[src/rtl/hourglass_ctrl.sv]
`default_nettype none
// ============================================================================
// Module      : hourglass_ctrl
// Description : Sequencer for the LED hourglass datapath. It owns the flow
//               direction, the grain count of the draining bulb and the
//               seconds-remaining countdown. It issues one-cycle step/mirror
//               commands to the LED shift logic.
//
// Parameters  : CLK_HZ    - clock cycles per one-second tick
//               C         - grains per bulb (1..8)
//               N         - seconds per grain (C*N <= 127)
//               START_DIR - flow direction after reset (0 = left bulb drains)
//
// Ports       : clk        in   system clock
//               rst        in   asynchronous reset, active-high
//               flip       in   1-cycle pulse, hourglass turned over
//               pause      in   level, freezes timing while high
//               step       out  1-cycle pulse, move one grain in direction dir
//               mirror     out  1-cycle pulse, datapath bit-reverses both bulbs
//               dir        out  current flow direction
//               grains_top out  grains left in the draining bulb (0..C)
//               sec_left   out  seconds until the draining bulb is empty
//               state      out  IDLE=0 RUN=1 HOLD=2 EMPTY=3
//               done       out  1-cycle pulse when RUN drains into EMPTY
//
// Build option: HOURGLASS_AUTOFLIP_EN - when defined, an empty hourglass
//               flips itself over one second after emptying.
//
// Revision    : 1.0 - initial release
// ============================================================================
module hourglass_ctrl #(
  parameter int CLK_HZ    = 100_000_000,
  parameter int C         = 4,
  parameter int N         = 2,
  parameter bit START_DIR = 1'b0
) (
  input  logic       clk,
  input  logic       rst,
  input  logic       flip,
  input  logic       pause,
  output logic       step,
  output logic       mirror,
  output logic       dir,
  output logic [3:0] grains_top,
  output logic [6:0] sec_left,
  output logic [1:0] state,
  output logic       done
);

  // A one-cycle-per-second prescaler still needs at least one bit.
  localparam int PW = (CLK_HZ > 1) ? $clog2(CLK_HZ) : 1;
  localparam int GW = (N > 1) ? $clog2(N) : 1;

  localparam logic [PW-1:0] PRE_MAX = PW'(CLK_HZ - 1);
  localparam logic [GW-1:0] GS_MAX  = GW'(N - 1);
  localparam logic [3:0]    C_G     = 4'(C);
  localparam logic [6:0]    N_S     = 7'(N);
  localparam logic [6:0]    CN_S    = 7'(C * N);

  typedef enum logic [1:0] {
    IDLE  = 2'd0,
    RUN   = 2'd1,
    HOLD  = 2'd2,
    EMPTY = 2'd3
  } state_t;

  state_t          st;
  logic [PW-1:0]   prescaler;
  logic [GW-1:0]   grain_sec;

  logic            pre_end;
  logic [3:0]      g_flip;
  logic [6:0]      sec_flip;
  logic            flip_any;

  assign state    = st;
  assign pre_end  = (prescaler == PRE_MAX);
  // After a flip the former bottom bulb drains; its content is C - grains_top.
  assign g_flip   = C_G - grains_top;
  assign sec_flip = {3'b000, g_flip} * N_S;

`ifdef HOURGLASS_AUTOFLIP_EN
  // The prescaler only advances in EMPTY/RUN, and RUN never reaches here
  // through this term, so the internal flip only fires one second after
  // emptying. An external flip in that window is simply OR'ed in.
  assign flip_any = flip | ((st == EMPTY) & pre_end);
`else
  assign flip_any = flip;
`endif

  always_ff @(posedge clk or posedge rst) begin
    if (rst) begin
      st         <= IDLE;
      dir        <= START_DIR;
      grains_top <= C_G;
      sec_left   <= CN_S;
      prescaler  <= '0;
      grain_sec  <= '0;
      step       <= 1'b0;
      mirror     <= 1'b0;
      done       <= 1'b0;
    end else begin
      step   <= 1'b0;
      mirror <= 1'b0;
      done   <= 1'b0;

      case (st)
        IDLE: begin
          // Counters still hold their reset values, so starting needs no
          // datapath update and no mirror.
          if (flip) begin
            st <= pause ? HOLD : RUN;
          end
        end

        default: begin
          if (flip_any) begin
            // Flip takes priority over a coincident tick: that tick is lost.
            dir        <= ~dir;
            mirror     <= 1'b1;
            grains_top <= g_flip;
            sec_left   <= sec_flip;
            prescaler  <= '0;
            grain_sec  <= '0;
            if (g_flip == 4'd0) begin
              st <= EMPTY;
            end else if (st == HOLD) begin
              st <= HOLD;
            end else begin
              st <= RUN;
            end
          end else if (st == RUN) begin
            if (pause) begin
              st <= HOLD;
            end else if (pre_end) begin
              prescaler <= '0;
              sec_left  <= (sec_left == 7'd0) ? 7'd0 : sec_left - 7'd1;
              if (grain_sec == GS_MAX) begin
                grain_sec  <= '0;
                step       <= 1'b1;
                grains_top <= grains_top - 4'd1;
                if (grains_top == 4'd1) begin
                  st   <= EMPTY;
                  done <= 1'b1;
                end
              end else begin
                grain_sec <= grain_sec + 1'b1;
              end
            end else begin
              prescaler <= prescaler + 1'b1;
            end
          end else if (st == HOLD) begin
            // Prescaler keeps its value so the interrupted second resumes.
            if (!pause) begin
              st <= RUN;
            end
          end else begin
`ifdef HOURGLASS_AUTOFLIP_EN
            prescaler <= prescaler + 1'b1;
`else
            prescaler <= '0;
`endif
          end
        end
      endcase
    end
  end

endmodule
`default_nettype wire

[config.mk]
export PLATFORM = sky130hd
export DESIGN_NAME = hourglass_ctrl
export DESIGN_NICKNAME = d
export VERILOG_FILES = /design/src/rtl/hourglass_ctrl.sv
export SDC_FILE = /design/constraint.sdc
export NUM_CORES = 1
export LEC_CHECK = 0
export BUFFER_PORTS_ARGS = -buffer_cell sky130_fd_sc_hd__buf_2
export CAP_MARGIN = 20
export CORE_MARGIN = 2
export CORE_UTILIZATION = 25
export DETAILED_ROUTE_END_ITERATION = 10
export PLACE_DENSITY = 0.52
export RECOVER_POWER = 100
export SYNTH_ARGS = -nofsm -noshare
export SYNTH_HDL_FRONTEND = slang
export SYNTH_SLANG_ARGS = --single-unit
[constraint.sdc]
create_clock -name clk -period 2.99 [get_ports clk]
set_input_delay 0 -clock clk [delete_from_list [all_inputs] [get_ports clk]]
set_output_delay 0 -clock clk [all_outputs]
set_load 0.03 [all_outputs]
Yosys cells after proc, flatten, opt, wreduce, memory -nomap -nowiden. Cells that the tools add are included.

$add $sub $neg: 5. Equality and inequality tests: 12. Multiplexer cells: 48. Bitwise operators: 2. Reductions and logical operators: 12.

Operator list (number): 27-bit two-way mux (5); 7-bit two-way mux (5); 27-bit by 1-bit adder with 27-bit output, second input constant (1); 27-bit equality test, second input constant (1); 2-bit two-way mux (13); 1-bit two-way mux (20); 4-bit two-way mux (5); 4-bit != test, second input constant (2); 7-bit zero test (1); 7-bit by 1-bit subtractor with 7-bit output, second input constant (1); 3-bit != test, second input constant (2); 6-bit AND reduction (1); 2-bit nonzero test (3); 5-bit AND reduction (1); 4-bit by 1-bit equality test with 1-bit output, second input constant (1); 4-bit zero test (1); 2-bit != test, second input constant (2); 4-bit by 3-bit != test with 1-bit output, second input constant (1); 4-bit AND reduction (1); 3-bit by 4-bit subtractor with 4-bit output, first input constant (1); 4-bit by 1-bit subtractor with 4-bit output, second input constant (1); 3-bit by 2-bit != test with 1-bit output, second input constant (1); 3-bit AND reduction (1); 3-bit nonzero test (1); other kinds (6) (7).

Bits in registers: 45. Input port bits: 4. Output and inout bits: 17. Logic and storage cells: 88.

Logic depth before layout (Yosys ltp). Gate-level depths: netlist of run 1.

Word-level depth: 8. Depth in mapped cells: 7. Gate-level depth less buffers: 7.

Worst setup path after synthesis of run 1. Ideal clock, no wire load.

Path type: register -> register. From: register prescaler[12]. To: register sec_left[6]. Setup time: 79 ps. Data arrival time: 1971 ps. Required time: 2911 ps. Setup slack: 940 ps. Cell stages (with the launch flop): 6. Buffers on the path: 0. Clock period less this slack: 2050 ps. Path through: dfrtp_1 -> or4b_4 -> nor4_4 -> nand2_2 -> nor4_1 -> mux2i_1.

Cells in the longest elaborated chain, start to end: 3.

Ends and longest elaborated chain: from (decl) (line 68) `logic [PW-1:0] prescaler;`; from (signal assigned) (line 150) `prescaler <= prescaler + 1'b1;`; 27-bit equality test (line 77) `assign pre_end = (prescaler == PRE_MAX);`; 2-bit nonzero test (no line); 4-bit AND reduction (no line); to (signal assigned) (line 122) `sec_left <= sec_flip;`; to (signal assigned) (line 137) `sec_left <= (sec_left == 7'd0) ? 7'd0 : sec_left - 7'd1;`; to (decl) (line 45) `output logic [6:0] sec_left,`.

No other way between the ends. A chain may end at the register's enable or synchronous reset.

Worst setup path in the final report of run 1. Same ends and word-level chain as after synthesis.

==> results.txt, run 1 <==
The run finished, with violations left. Setup violations remaining at the end of the flow were counted as 0. The total track usage came out at 0.112. In the synthesized netlist the dominant register cell turns out to be sky130_fd_sc_hd__dfrtp_1.

The number of antenna violations at the first check in global routing came out at 0. The area growth from synthesis to final layout is 12.9%. The remaining routing DRC violations came out at 0.

The root buffer cell chosen for the clock tree is sky130_fd_sc_hd__clkbuf_8. The number of buffers created by CTS came out at 5. The routed length per instance came out at between 10 and 15 um. TritonCTS built the clock tree. Counting flops with a built-in enable in the synthesized netlist gives 0. Port buffering added 20 buffers. The final design utilization came out at 0.292.

The net count reported at finish is roughly 300. The number of routed nets with antenna violations is 0. The detailed-route wire length came out at roughly 5900 um. The most area-hungry cell type in the Yosys netlist is sky130_fd_sc_hd__dfrtp_1. The worst setup path is launched from a register.

No sink is reached through more buffers than the 2 on the longest clock path. The combined area of all synthesized cells came out at roughly 0.0026 mm2. Counting cells, the worst reg-to-reg path comes to 5.

Counting instances in the post-synthesis netlist gives the leading cell types as 43 x sky130_fd_sc_hd__dfrtp_1, 29 x sky130_fd_sc_hd__nor2_1, 23 x sky130_fd_sc_hd__xor2_1. The number of nets in the synthesized netlist is 274. After floorplanning, the core was divided into 36 placement rows.

The minimum clock period after layout is ~2.4 ns. The first global-routing pass estimated roughly 10000 um of wire. The number of warnings issued by yosys is 0. The worst-case headroom to the max-slew limit is -0.100.

The area inside the core boundary came out at slightly below 0.01 mm2. The total count of max-transition violations in the final report came out at 31. The path class of the tightest hold or removal check is input pin to register.

The cell area after placement came out at between 0.002 and 0.003 mm2. The fraction of post-synthesis cell area in the top cell type by area is 0.421. Setup repair after global routing left no endpoint under its margin. The register area came out at 0.00113 mm2. The number of diodes added for antenna fixing came out at 0. The number of global-route vias before repair came out at 2038. The final worst clock skew is 0.00976 ns. The effective utilization at floorplan is 0.259. The die covers between 0.01 and 0.015 mm2. The clock slew seen by the registers of the worst setup and hold paths is 0.09 ns. Clock latency on the worst-skew pair, taken at its later pin, is ~0.30 ns. In this run the horizontal extent of the chip is about 110 um. The total power density per cell area is between 500 and 600 mW/mm2. Of all nets on the critical path, the largest fanout is 6. Data on the critical path arrives at its endpoint at roughly 2.7 ns.

In this run the vertical extent of the chip is approximately 110 um. STA classifies the critical path endpoint as a register. The final non-filler cell area came out at between 0.002 and 0.003 mm2. sky130_fd_sc_hd__dfrtp_1 is the most common cell in the netlist.

The footprint of the multi-input gates is 0.00131 mm2. In the post-synthesis netlist, the biggest area contributors are sky130_fd_sc_hd__dfrtp_1 42%, sky130_fd_sc_hd__xor2_1 7.9%, sky130_fd_sc_hd__nor2_1 4.3%. The leakage power summed over all cells came out at 1.19 nW. The count of cell types in the netlist is 53. The initial detailed-routing violation count came out at 76. The clock sink count is 45. The checks that failed: max-capacitance violations, max-slew violations. The number of max-cap violations came out at 1. Synthesis handed over a netlist of approximately 270 instances. The setup path with the least slack is of type register to register. At the pin with the least slew margin, the transition time is around 1.7 ns.

The setup total negative slack came out at 0 ns. Before antenna repair, the detailed router went through 6 iterations. The count of state elements after synthesis is 45. The hold violation count in the final report came out at 0. In the finished design, the share of the clock period the worst path needs comes to 0.817.

Entering global routing, the biggest net connects 46 pins. The post-detailed-route via-to-cell ratio is 4.80. The H-tree depth reported by CTS is 2. The weighted congestion at the end of routability-driven global placement is between 0.8 and 0.9. The estimated wirelength of the detail-placed design is 4180 um.

The data required time of the critical path is ~3.2 ns. Of the cells placed in the final design, the portion with a size suffix greater than 1 is 0.105. The total via count after detailed routing is roughly 2100. The proportion of register bits with asynchronous set or reset after synthesis came out at 1.00. The depth of the worst hold-timing path came out at 2. For this run, the top clock speed supported by timing is 409 MHz.

The synthesized area per cell came out at around 9.6 um2. The number of placed I/O pins came out at 21. For this run the aggregate overflow at the end of global routing stands at 0. The filler cells instantiated in the layout total 1034. IR analysis of the VDD net gives a maximum drop of 0.000233 V. The fraction of the yosys area taken by sequential cells is 0.442.
## power by group
| part | switching, mW | total [mW] | internal, mW |
|---|---|---|---|
| registers | 0.0963 | 0.767 | 0.671 |
| logic | 0.367 | 0.535 | 0.168 |
| clock network | 0.214 | 0.380 | 0.166 |
| total | 0.678 | 1.68 | 1.01 |
## sequential cells by signal, indices dropped and copies added, names as in the netlist
name,count
done,1
dir,1
grains_top,4
state,2
grain_sec,1
prescaler,27
sec_left,7
step,1
mirror,1
## critical path: stages, from the launching register on
cell and delay (ns):
sky130_fd_sc_hd__dfrtp_1 0.42, sky130_fd_sc_hd__or4b_1 0.61, sky130_fd_sc_hd__nor4_4 0.47, sky130_fd_sc_hd__nand2_1 0.26, sky130_fd_sc_hd__nor4_1 0.38, sky130_fd_sc_hd__mux2i_1 0.24
## cell type report
| cell class | instances | share of cell area |
|---|---|---|
| multi-input cells | 198 | 0.455 |
| inverters | 15 | 0.0195 |
| well taps | 133 | 0.0577 |
| repair buffers | 28 | 0.0473 |
| flip-flops and latches | 45 | 0.391 |
| clock inverters | 1 | 0.00260 |
| clock buffers | 7 | 0.0265 |
## kinds of logic after synthesis
kind of cell,share of synthesized area
simple gates,0.271
compound gates,0.115
flops,0.442
xor+xnor,0.0926
buf+inv,0.0397
fa+ha+maj,0.0284
mux,0.0118
## per-stage QoR
stage | cells | total power [mW] | worst slack (ns) | hold slack, ns
after floorplan | 265 | 1.18 | 0.940 | 0.0959
after global placement | 416 | 1.33 | 0.823 | 0.275
after detailed placement | 416 | 1.33 | 0.731 | 0.287
after CTS | 426 | 1.72 | 0.694 | 0.171
after global routing | 427 | 1.79 | 0.287 | 0.201
final | 427 | 1.68 | 0.547 | 0.186
## routing by layer
layer / global-route usage / share of wire / vias up
met1: 0.144 / 0.47 / 1004
li1: - / - / 1000
met4: 0.0362 / 0.015 / 0
met2: 0.186 / 0.48 / 38
met5: 0 / 0 / -
met3: 0.0237 / 0.033 / 9
## final timing paths
kind / start / endpoint / slack [ns]
min in group asynchronous: rst / dir / 0.30
worst max-delay path: prescaler[12] / sec_left[6] / 0.55
worst max register to register: prescaler[12] / sec_left[6] / 0.55
worst min register to register: dir / dir / 0.49
worst min-delay path: flip / step / 0.19
max in group asynchronous: rst / prescaler[10] / 0.75
## cell usage in the layout (no fill, tap or decap), types with 11 or more instances in the layout
| master | instances |
|---|---|
| sky130_fd_sc_hd__dfrtp_1 | 43 |
| sky130_fd_sc_hd__nor2_1 | 29 |
| sky130_fd_sc_hd__xor2_1 | 23 |
| sky130_fd_sc_hd__clkbuf_1 | 21 |
| sky130_fd_sc_hd__nand2_1 | 18 |
| sky130_fd_sc_hd__nand3_1 | 17 |
| sky130_fd_sc_hd__inv_1 | 15 |
| sky130_fd_sc_hd__o21ai_0 | 13 |
| sky130_fd_sc_hd__a21oi_1 | 13 |
| sky130_fd_sc_hd__nand4_1 | 11 |
## timing repair
action / in CTS / in global routing
hold buffers: 2 / 0
hold endpoints to repair: 44 / 0
gates resized for setup: 0 / 0
setup buffers: 0 / 0
No activity file was read; power rests on OpenSTA's default activity.
==> run 2, diff against run 1 <==
PLACE_DENSITY = 0.53   (was 0.52)
clock period = 2 ns   (was 2.99 ns; I/O delays follow)
==> run 2 against run 1 <==
Net effect:
- the flow now finishes without violations
- sequential cell count unchanged
- core utilization increased by 4.7 points
- routed wire length increased by 5.1%
- largest cell class unchanged
==> results.txt, run 2 (synthesis gave the netlist of run 1 again) <==
The number of diodes added for antenna fixing came out at 0. The critical setup path kind is register to register. The pin count of the biggest net entering global routing came out at 24. The design draws slightly below 3 mW. The remaining routing DRC violations is 0. After the flow finishes, the layout carries non-filler instances totaling 465. The H-tree was split into 2 levels. The slew of the pin with the lowest slew margin is around 0.91 ns. The total track usage came out at 0.114.

The effective utilization at floorplan came out at 0.259. The largest individual stage delay along the critical path comes from the cell sky130_fd_sc_hd__or4b_4. The data required time of the critical path is roughly 2.2 ns.

The final worst clock skew is 0.0106 ns. The number of buffers and inverters on the critical path is 3. The ratio of cells with drive above 1 in the final layout came out at 0.265. The maximum achievable frequency came out at 504 MHz.

TritonCTS built the clock tree. The number of placed cells counting well taps came out at around 450. Relative to the synthesized area, the layout overhead comes to 31.2%. The largest stage delay on the critical path came out at roughly 0.57 ns. The net count reported at finish is between 300 and 400. The number of placed I/O pins came out at 21. The estimated wirelength of the detail-placed design came out at between 4000 and 5000 um.

The global-route congestion overflow total came out at 0. The minimum clock period after layout is ~2.0 ns. The worst-case headroom to the max-slew limit is 0.393. The number of global-route vias before repair is between 2000 and 2500.

The signal on the critical path passes through or4b_4 -> nor4_4 -> buf_4 -> buf_4 -> buf_6 -> nand3_4 -> a21oi_2 -> xor2_1. The hold violation count in the final report came to 0. The worst setup path is captured at a register. STA classifies the critical path startpoint as a register. After filler insertion, the fill cell instance count of the layout stands at just over 1000. The die height is roughly 110 um. The leakage power summed over all cells is 1.45 nW. Port buffering added 20 buffers.

The worst path arrival time is between 2 and 2.5 ns. The worst voltage drop across the vdd grid is ~0.00036 V. The final clock period utilization by the worst path is 0.991. The initial detailed-routing violation count came out at 89. The core region is slightly below 0.01 mm2. The cell repeated most along the worst path is sky130_fd_sc_hd__buf_4.

The register area came out at about 0.0011 mm2. The clock network latency to the later pin of the worst-skew pair is roughly 0.3 ns. Across all setup checks in the final design, the least slack found is between 0.015 and 0.02 ns. The run finished with clean final reports.

The post-detailed-route via-to-cell ratio came out at roughly 4.8. The multi-input combinational cells in the finished layout cover a total of between 0.001 and 0.0015 mm2. The post-placement worst setup slack came out at -0.0646 ns.

Clock-pin slew was measured on the worst setup and hold paths at roughly 0.10 ns. The total count of max-transition violations in the final report came to 0. The setup total negative slack is 0 ns. The number of routed nets with antenna violations came out at 0. In the final layout, the registers with the most flip-flops are prescaler x27, sec_left x7, grains_top x4. The routed length per instance came out at 13.3 um. Setup violations remaining at the end of the flow were counted as 0. The worst-path maximum fanout came out at 2. For this design, the sink count on the clock tree is between 40 and 50. The floorplan step set the die width to ~110 um. The class of the tightest hold or removal check is input pin to register.

For this design the ratio of total power to cell area is 866 mW/mm2. The number of buffers created by CTS is 5. The clock passes through at most 2 buffers. The number of flip-flops in the largest register came out at 27. prescaler holds more flip-flops than any other register. Setup repair after global routing could not meet its margin everywhere.

Max-cap violations in this run came to 0. The number of iterations in the first detailed-routing pass is 5. The global-route wire length before repair is 10400 um.

The floorplan step defined a die boundary enclosing between 0.01 and 0.015 mm2. The final layout contains routed wiring with a total length of around 6200 um. The weighted congestion at the end of routability-driven global placement came out at roughly 0.84.

The number of antenna violations at the first check in global routing is 0. The top cell family by delay on the critical path is simple AND/OR/NAND/NOR gates. The row count is 36. The total via count after detailed routing is between 2000 and 2500. In this run the clock root is driven by a sky130_fd_sc_hd__clkbuf_8.

In the layout the commonest cells are 42 x sky130_fd_sc_hd__dfrtp_1, 37 x sky130_fd_sc_hd__buf_4, 27 x sky130_fd_sc_hd__nor2_1. The library cell used most frequently in the layout, excluding fill and tap cells, is sky130_fd_sc_hd__dfrtp_1.
run 2: changes by cell type in the layout (fill, tap and decap cells not counted), moves of 2 or more:
cell / change
sky130_fd_sc_hd__o21ai_0: -2
sky130_fd_sc_hd__nor2_1: -2
sky130_fd_sc_hd__bufinv_16: +2
sky130_fd_sc_hd__buf_6: +4
sky130_fd_sc_hd__a21oi_1: -2
sky130_fd_sc_hd__nor2_2: +2
sky130_fd_sc_hd__nor4_1: -2
sky130_fd_sc_hd__buf_4: +33
sky130_fd_sc_hd__clkbuf_1: -3
run 2: per-stage QoR:
step                 util  area, um2  hold slack [ns]
detailed placement  0.309       3050         0.000922
floorplan               -       2560           0.0959
finish              0.340       3350            0.105
global placement    0.309       3050         -0.00351
CTS                 0.332       3270            0.111
global route        0.340       3350            0.142
run 2: final cells by class:
| type | instances | share of cell area |
|---|---|---|
| clock inverters | 3 | 0.0194 |
| inverters | 15 | 0.0168 |
| clock buffers | 5 | 0.0205 |
| multi-input cells | 198 | 0.422 |
| repair buffers | 66 | 0.134 |
| flip-flops and latches | 45 | 0.337 |
| well taps | 133 | 0.0496 |
run 2: repair_timing:
action | in CTS | in global routing
hold buffers | 2 | 0
hold endpoints to repair | 16 | 0
endpoints found under the setup margin | 32 | 39
pin swaps | 7 | 11
buffers inserted | 3 | 7
resized for setup | 10 | 12
run 2: path summary, 6_finish.rpt:
| check | startpoint | endpoint | slack (ns) | cells past startpoint |
|---|---|---|---|---|
| max | prescaler[19] | grains_top[2] | 0.02 | 8 |
| min | flip | prescaler[2] | 0.11 | 4 |
| max reg2reg | prescaler[19] | grains_top[2] | 0.02 | 8 |
| min reg2reg | dir | dir | 0.49 | 1 |
| max in group asynchronous | rst | prescaler[12] | 0.43 | 4 |
| min in group asynchronous | rst | step | 0.32 | 3 |
run 2: report_power, final:
group          leakage (nW)  switching (mW)  internal, mW
clock                0.0681           0.338         0.497
combinational         0.783           0.625         0.321
sequential            0.595           0.117          1.01
total                  1.45            1.08          1.82
run 2: worst register-to-register path, stage by stage (launching register included):
cell and delay [ns]:
sky130_fd_sc_hd__dfrtp_1 0.39, sky130_fd_sc_hd__or4b_4 0.57, sky130_fd_sc_hd__nor4_4 0.21, sky130_fd_sc_hd__buf_4 0.18
sky130_fd_sc_hd__buf_4 0.11, sky130_fd_sc_hd__buf_6 0.09, sky130_fd_sc_hd__nand3_4 0.07, sky130_fd_sc_hd__a21oi_2 0.16
sky130_fd_sc_hd__xor2_1 0.15
run 2: routing by layer:
layer / routed length, um / track usage / part of all wire / vias up
li1: - / - / - / 1075
met1: 2990 / 0.154 / 0.48 / 1088
met2: 2910 / 0.189 / 0.47 / 43
met3: 214 / 0.0256 / 0.035 / 7
met4: 56 / 0.0200 / 0.0091 / 0
met5: 0 / 0 / 0 / -
==> run 3, diff against run 2 <==
ABC_AREA = 1   (was unset)
PLACE_DENSITY = 0.4   (was 0.53)
clock period = 2.5 ns   (was 2 ns; I/O delays follow)
==> run 3 against run 2 <==
Net effect:
- non-clock buffer count fell by 43
- clock skew fell by 0.0043 ns
- first-iteration DRC count rose by 100%
- final area fell by 4.7%
- combinational power rose by 12%
- sequential share of layout area rose by 1.6 points
- total power fell by 8.5%
- worst setup slack improved by 0.43 ns
- maximum frequency fell by 3.3%
- count of clock-buffer cells in the layout rose by 1
==> results.txt, run 3 <==
The total count of max-transition violations in the final report came out at 0. The setup slack of the critical path after layout came out at 0.450 ns. The fraction of the yosys area taken by sequential cells is 0.400. The net count reported at finish is 444.

Traced cell by cell, the critical path runs through ha_1 -> nand2_1 -> nor2_1 -> nand2_1 -> nor2_1 -> nand2_1 -> nand2_2 -> nand3_1 -> nand2_1 -> nand2_1. The combinational fraction of design power is 0.399. The number of cells in the finished layout apart from fillers is 576. The worst-path maximum fanout came out at 13. The total die area came out at between 0.01 and 0.015 mm2. The worst-case headroom to the max-slew limit came out at 0.424. The internal power consumption is around 1.5 mW. By startpoint and endpoint, the worst setup path is classified as register to register. The number of placed cells counting well taps came out at ~570.

After clock tree synthesis, the clock-pin slew on the worst setup and hold paths is roughly 0.06 ns. The pin count of the biggest net entering global routing is 46. The clock network latency to the later pin of the worst-skew pair came out at between 0.2 and 0.3 ns.

The number of endpoints failing setup at the final stage is 0. Dividing total power by cell area gives a power density of 831 mW/mm2. The area inside the core boundary came out at 0.0109 mm2. The largest registers in the layout are prescaler x27, sec_left x7, grains_top x4. The hold violation count in the final report came to 0. The H-tree depth reported by CTS came out at 2.

Ranked by instance count, the synthesized netlist is headed by 118 x sky130_fd_sc_hd__nand2_1, 78 x sky130_fd_sc_hd__nor2_1, 52 x sky130_fd_sc_hd__inv_1. The register with the most flip-flops in the layout has 27 of them. Timing analysis after detailed placement gives a worst setup slack of between 0.5 and 0.6 ns. The number of iterations in the first detailed-routing pass came out at 4. The ratio of cells with drive above 1 in the final layout is 0.0505. The worst path arrival time came out at roughly 2.2 ns. The final design utilization is 0.292. The remaining routing DRC violations came out at 0. The multi-input combinational cells in the finished layout cover a total of 0.00145 mm2.

The number of input and output port buffers inserted came out at 20. More flip-flops sit in one register than any other, and that register is prescaler. The top cell family by delay on the critical path is simple AND/OR/NAND/NOR gates.

STA classifies the critical path startpoint as a register. The clock tree root driver cell is sky130_fd_sc_hd__clkbuf_16. Across all hold checks on the routed design, the worst slack comes to about 0.22 ns. The count of nets left with antenna violations once routing finished came out at 0. Of the available clock period, the critical path in the final layout requires 0.820.

The net switching share of the total power came out at 0.439. The cell area after placement came out at around 0.0031 mm2. The count of state elements after synthesis is 45. The worst hold path belongs to the class input pin to register. The number of buffers and inverters on the critical path is 0. The final worst clock skew is 0.00633 ns. The row count came out at 38. In this run the vertical extent of the chip is roughly 110 um. The number of nets in the synthesized netlist is between 400 and 500. sky130_fd_sc_hd__nand2_1 is the most common cell in the netlist. TritonCTS built the clock tree. The number of clock buffers added by TritonCTS is 5. STA puts the critical path data required time at around 2.7 ns. The number of antenna violations at the first check in global routing came out at 0. The post-detailed-route via-to-cell ratio is 4.51. The number of global-route vias before repair is around 2500. The count of cell types in the netlist came out at 26. The sequential share of power is 0.358. The synthesized instance count came out at ~410. The register area came out at between 0.001 and 0.0015 mm2.

In this run the power spent charging and discharging nets is 1.17 mW. The minimum clock period after layout came out at around 2 ns. The capturing element type of the critical path is a register. The overall power of the completed layout came out at about 2.7 mW. The proportion of register bits with asynchronous set or reset after synthesis is 1.00. The power share of the clock group is 0.243. Leaving out fill and tap cells, the most frequent cells in the layout are 118 x sky130_fd_sc_hd__nand2_1, 78 x sky130_fd_sc_hd__nor2_1, 52 x sky130_fd_sc_hd__inv_1. The global-route congestion overflow total is 0. The initial detailed-routing violation count is 178.

The share of synthesized area in the top cell type comes to 0.382. The total of fill cells in the finished design is 1250. The maximum achievable frequency came out at just under 500 MHz.

The estimated wirelength of the detail-placed design is around 5400 um. The number of diodes added for antenna fixing is 0. The flow ran to the end, and the final reports show no timing, DRC or antenna violations. Ranked by total cell area, the synthesized netlist is headed by sky130_fd_sc_hd__dfrtp_1 38%, sky130_fd_sc_hd__nand2_1 16%, sky130_fd_sc_hd__nor2_1 10%. The combined area of all synthesized cells came out at 0.00282 mm2. The effective utilization at floorplan is 0.258. Summing over every cut layer, the via total after detailed routing is 2597. Among all stages on the critical path, the largest delay is contributed by sky130_fd_sc_hd__dfrtp_1.

The setup total negative slack came out at 0 ns. The slew of the pin with the lowest slew margin is about 0.86 ns. Leaving out fill and tap cells, the most frequent cell in the layout is sky130_fd_sc_hd__nand2_1. The final non-filler cell area is between 0.003 and 0.004 mm2. For this run, the leading register cell type out of synthesis is sky130_fd_sc_hd__dfrtp_1. Summed over all instances, the cell type with the most area after synthesis is sky130_fd_sc_hd__dfrtp_1.

The routed length per instance is approximately 13 um. The clock sink count came out at 45. The synthesized area per cell is around 7 um2. The cell repeated most along the worst path is sky130_fd_sc_hd__nand2_1. Setup repair after global routing left no endpoint under its margin.

The deepest clock path buffer count came out at 2. 21 I/O pins were placed. The number of enable flip-flop cells after synthesis came out at 0.

The number of buffers inserted to repair setup after CTS is 0. The largest stage delay on the critical path came out at roughly 0.37 ns. The weighted congestion at the end of routability-driven global placement came out at approximately 0.8. The total track usage came out at 0.128. The leakage power summed over all cells is around 1.5 nW. The number of warnings issued by yosys came out at 0. The width of the die is 110 um. The first global-routing pass estimated about 12000 um of wire. The worst voltage drop across the vdd grid came out at roughly 0.00033 V. The tool flagged a number of max-cap violations equal to 0. The detailed-route wire length came out at just over 7000 um. The area growth from synthesis to final layout came out at 13.3%.
-- run 3: cells by family (layout without fill, tap and decap cells) --
kind of cell	count (synthesis)	after routing	share of synthesized area
buf+inv	60	85	0.0843
xor+xnor	16	16	0.0497
simple gates	267	267	0.410
flops	45	45	0.400
compound gates	18	18	0.0337
fa+ha+maj	5	5	0.0222
-- run 3: path summary, 6_finish.rpt --
check	cells past startpoint	start	slack, ns	end
max	10	prescaler[1]	0.45	sec_left[5]
min	5	pause	0.22	prescaler[1]
max reg2reg	10	prescaler[1]	0.45	sec_left[5]
min reg2reg	1	dir	0.47	dir
max in group asynchronous	4	rst	0.91	prescaler[21]
min in group asynchronous	3	rst	0.43	prescaler[5]
-- run 3: timing repair --
action	in CTS	in global routing
hold buffers	1	0
endpoints found under the hold margin	20	0
gates resized for setup	0	0
-- run 3: tightest hold or removal path, cell delays in order --
cell and delay, ns:
sky130_fd_sc_hd__buf_2 0.12, sky130_fd_sc_hd__nand3_2 0.10, sky130_fd_sc_hd__nand2_4 0.11, sky130_fd_sc_hd__nand2_1 0.08, sky130_fd_sc_hd__nand2_1 0.05
-- run 3: routing by layer --
| layer | wire [um] | part of all wire | GRT usage | up-vias |
|---|---|---|---|---|
| li1 | - | - | - | 1347 |
| met1 | 3840 | 0.53 | 0.181 | 1212 |
| met2 | 3150 | 0.44 | 0.202 | 32 |
| met3 | 146 | 0.020 | 0.0194 | 6 |
| met4 | 78 | 0.011 | 0.0375 | 0 |
| met5 | 0 | 0 | 0 | - |
-- run 3: area by class of cell --
class	count	share of cell area
Clock buffer	6	0.0403
Timing Repair Buffer	23	0.0317
Inverter	54	0.0634
Tap cell	140	0.0548
Multi-Input combinational cell	306	0.453
Clock inverter	2	0.00313
Sequential cell	45	0.353
-- run 3: power groups by stage --
stage | logic, mW | registers (mW) | clock network [mW]
floorplan | 0.658 | 1.10 | 0
global placement | 1.10 | 0.960 | 0
detailed placement | 1.10 | 0.965 | 0
CTS | 1.10 | 0.952 | 0.675
global route | 1.22 | 0.968 | 0.705
finish | 1.06 | 0.949 | 0.646
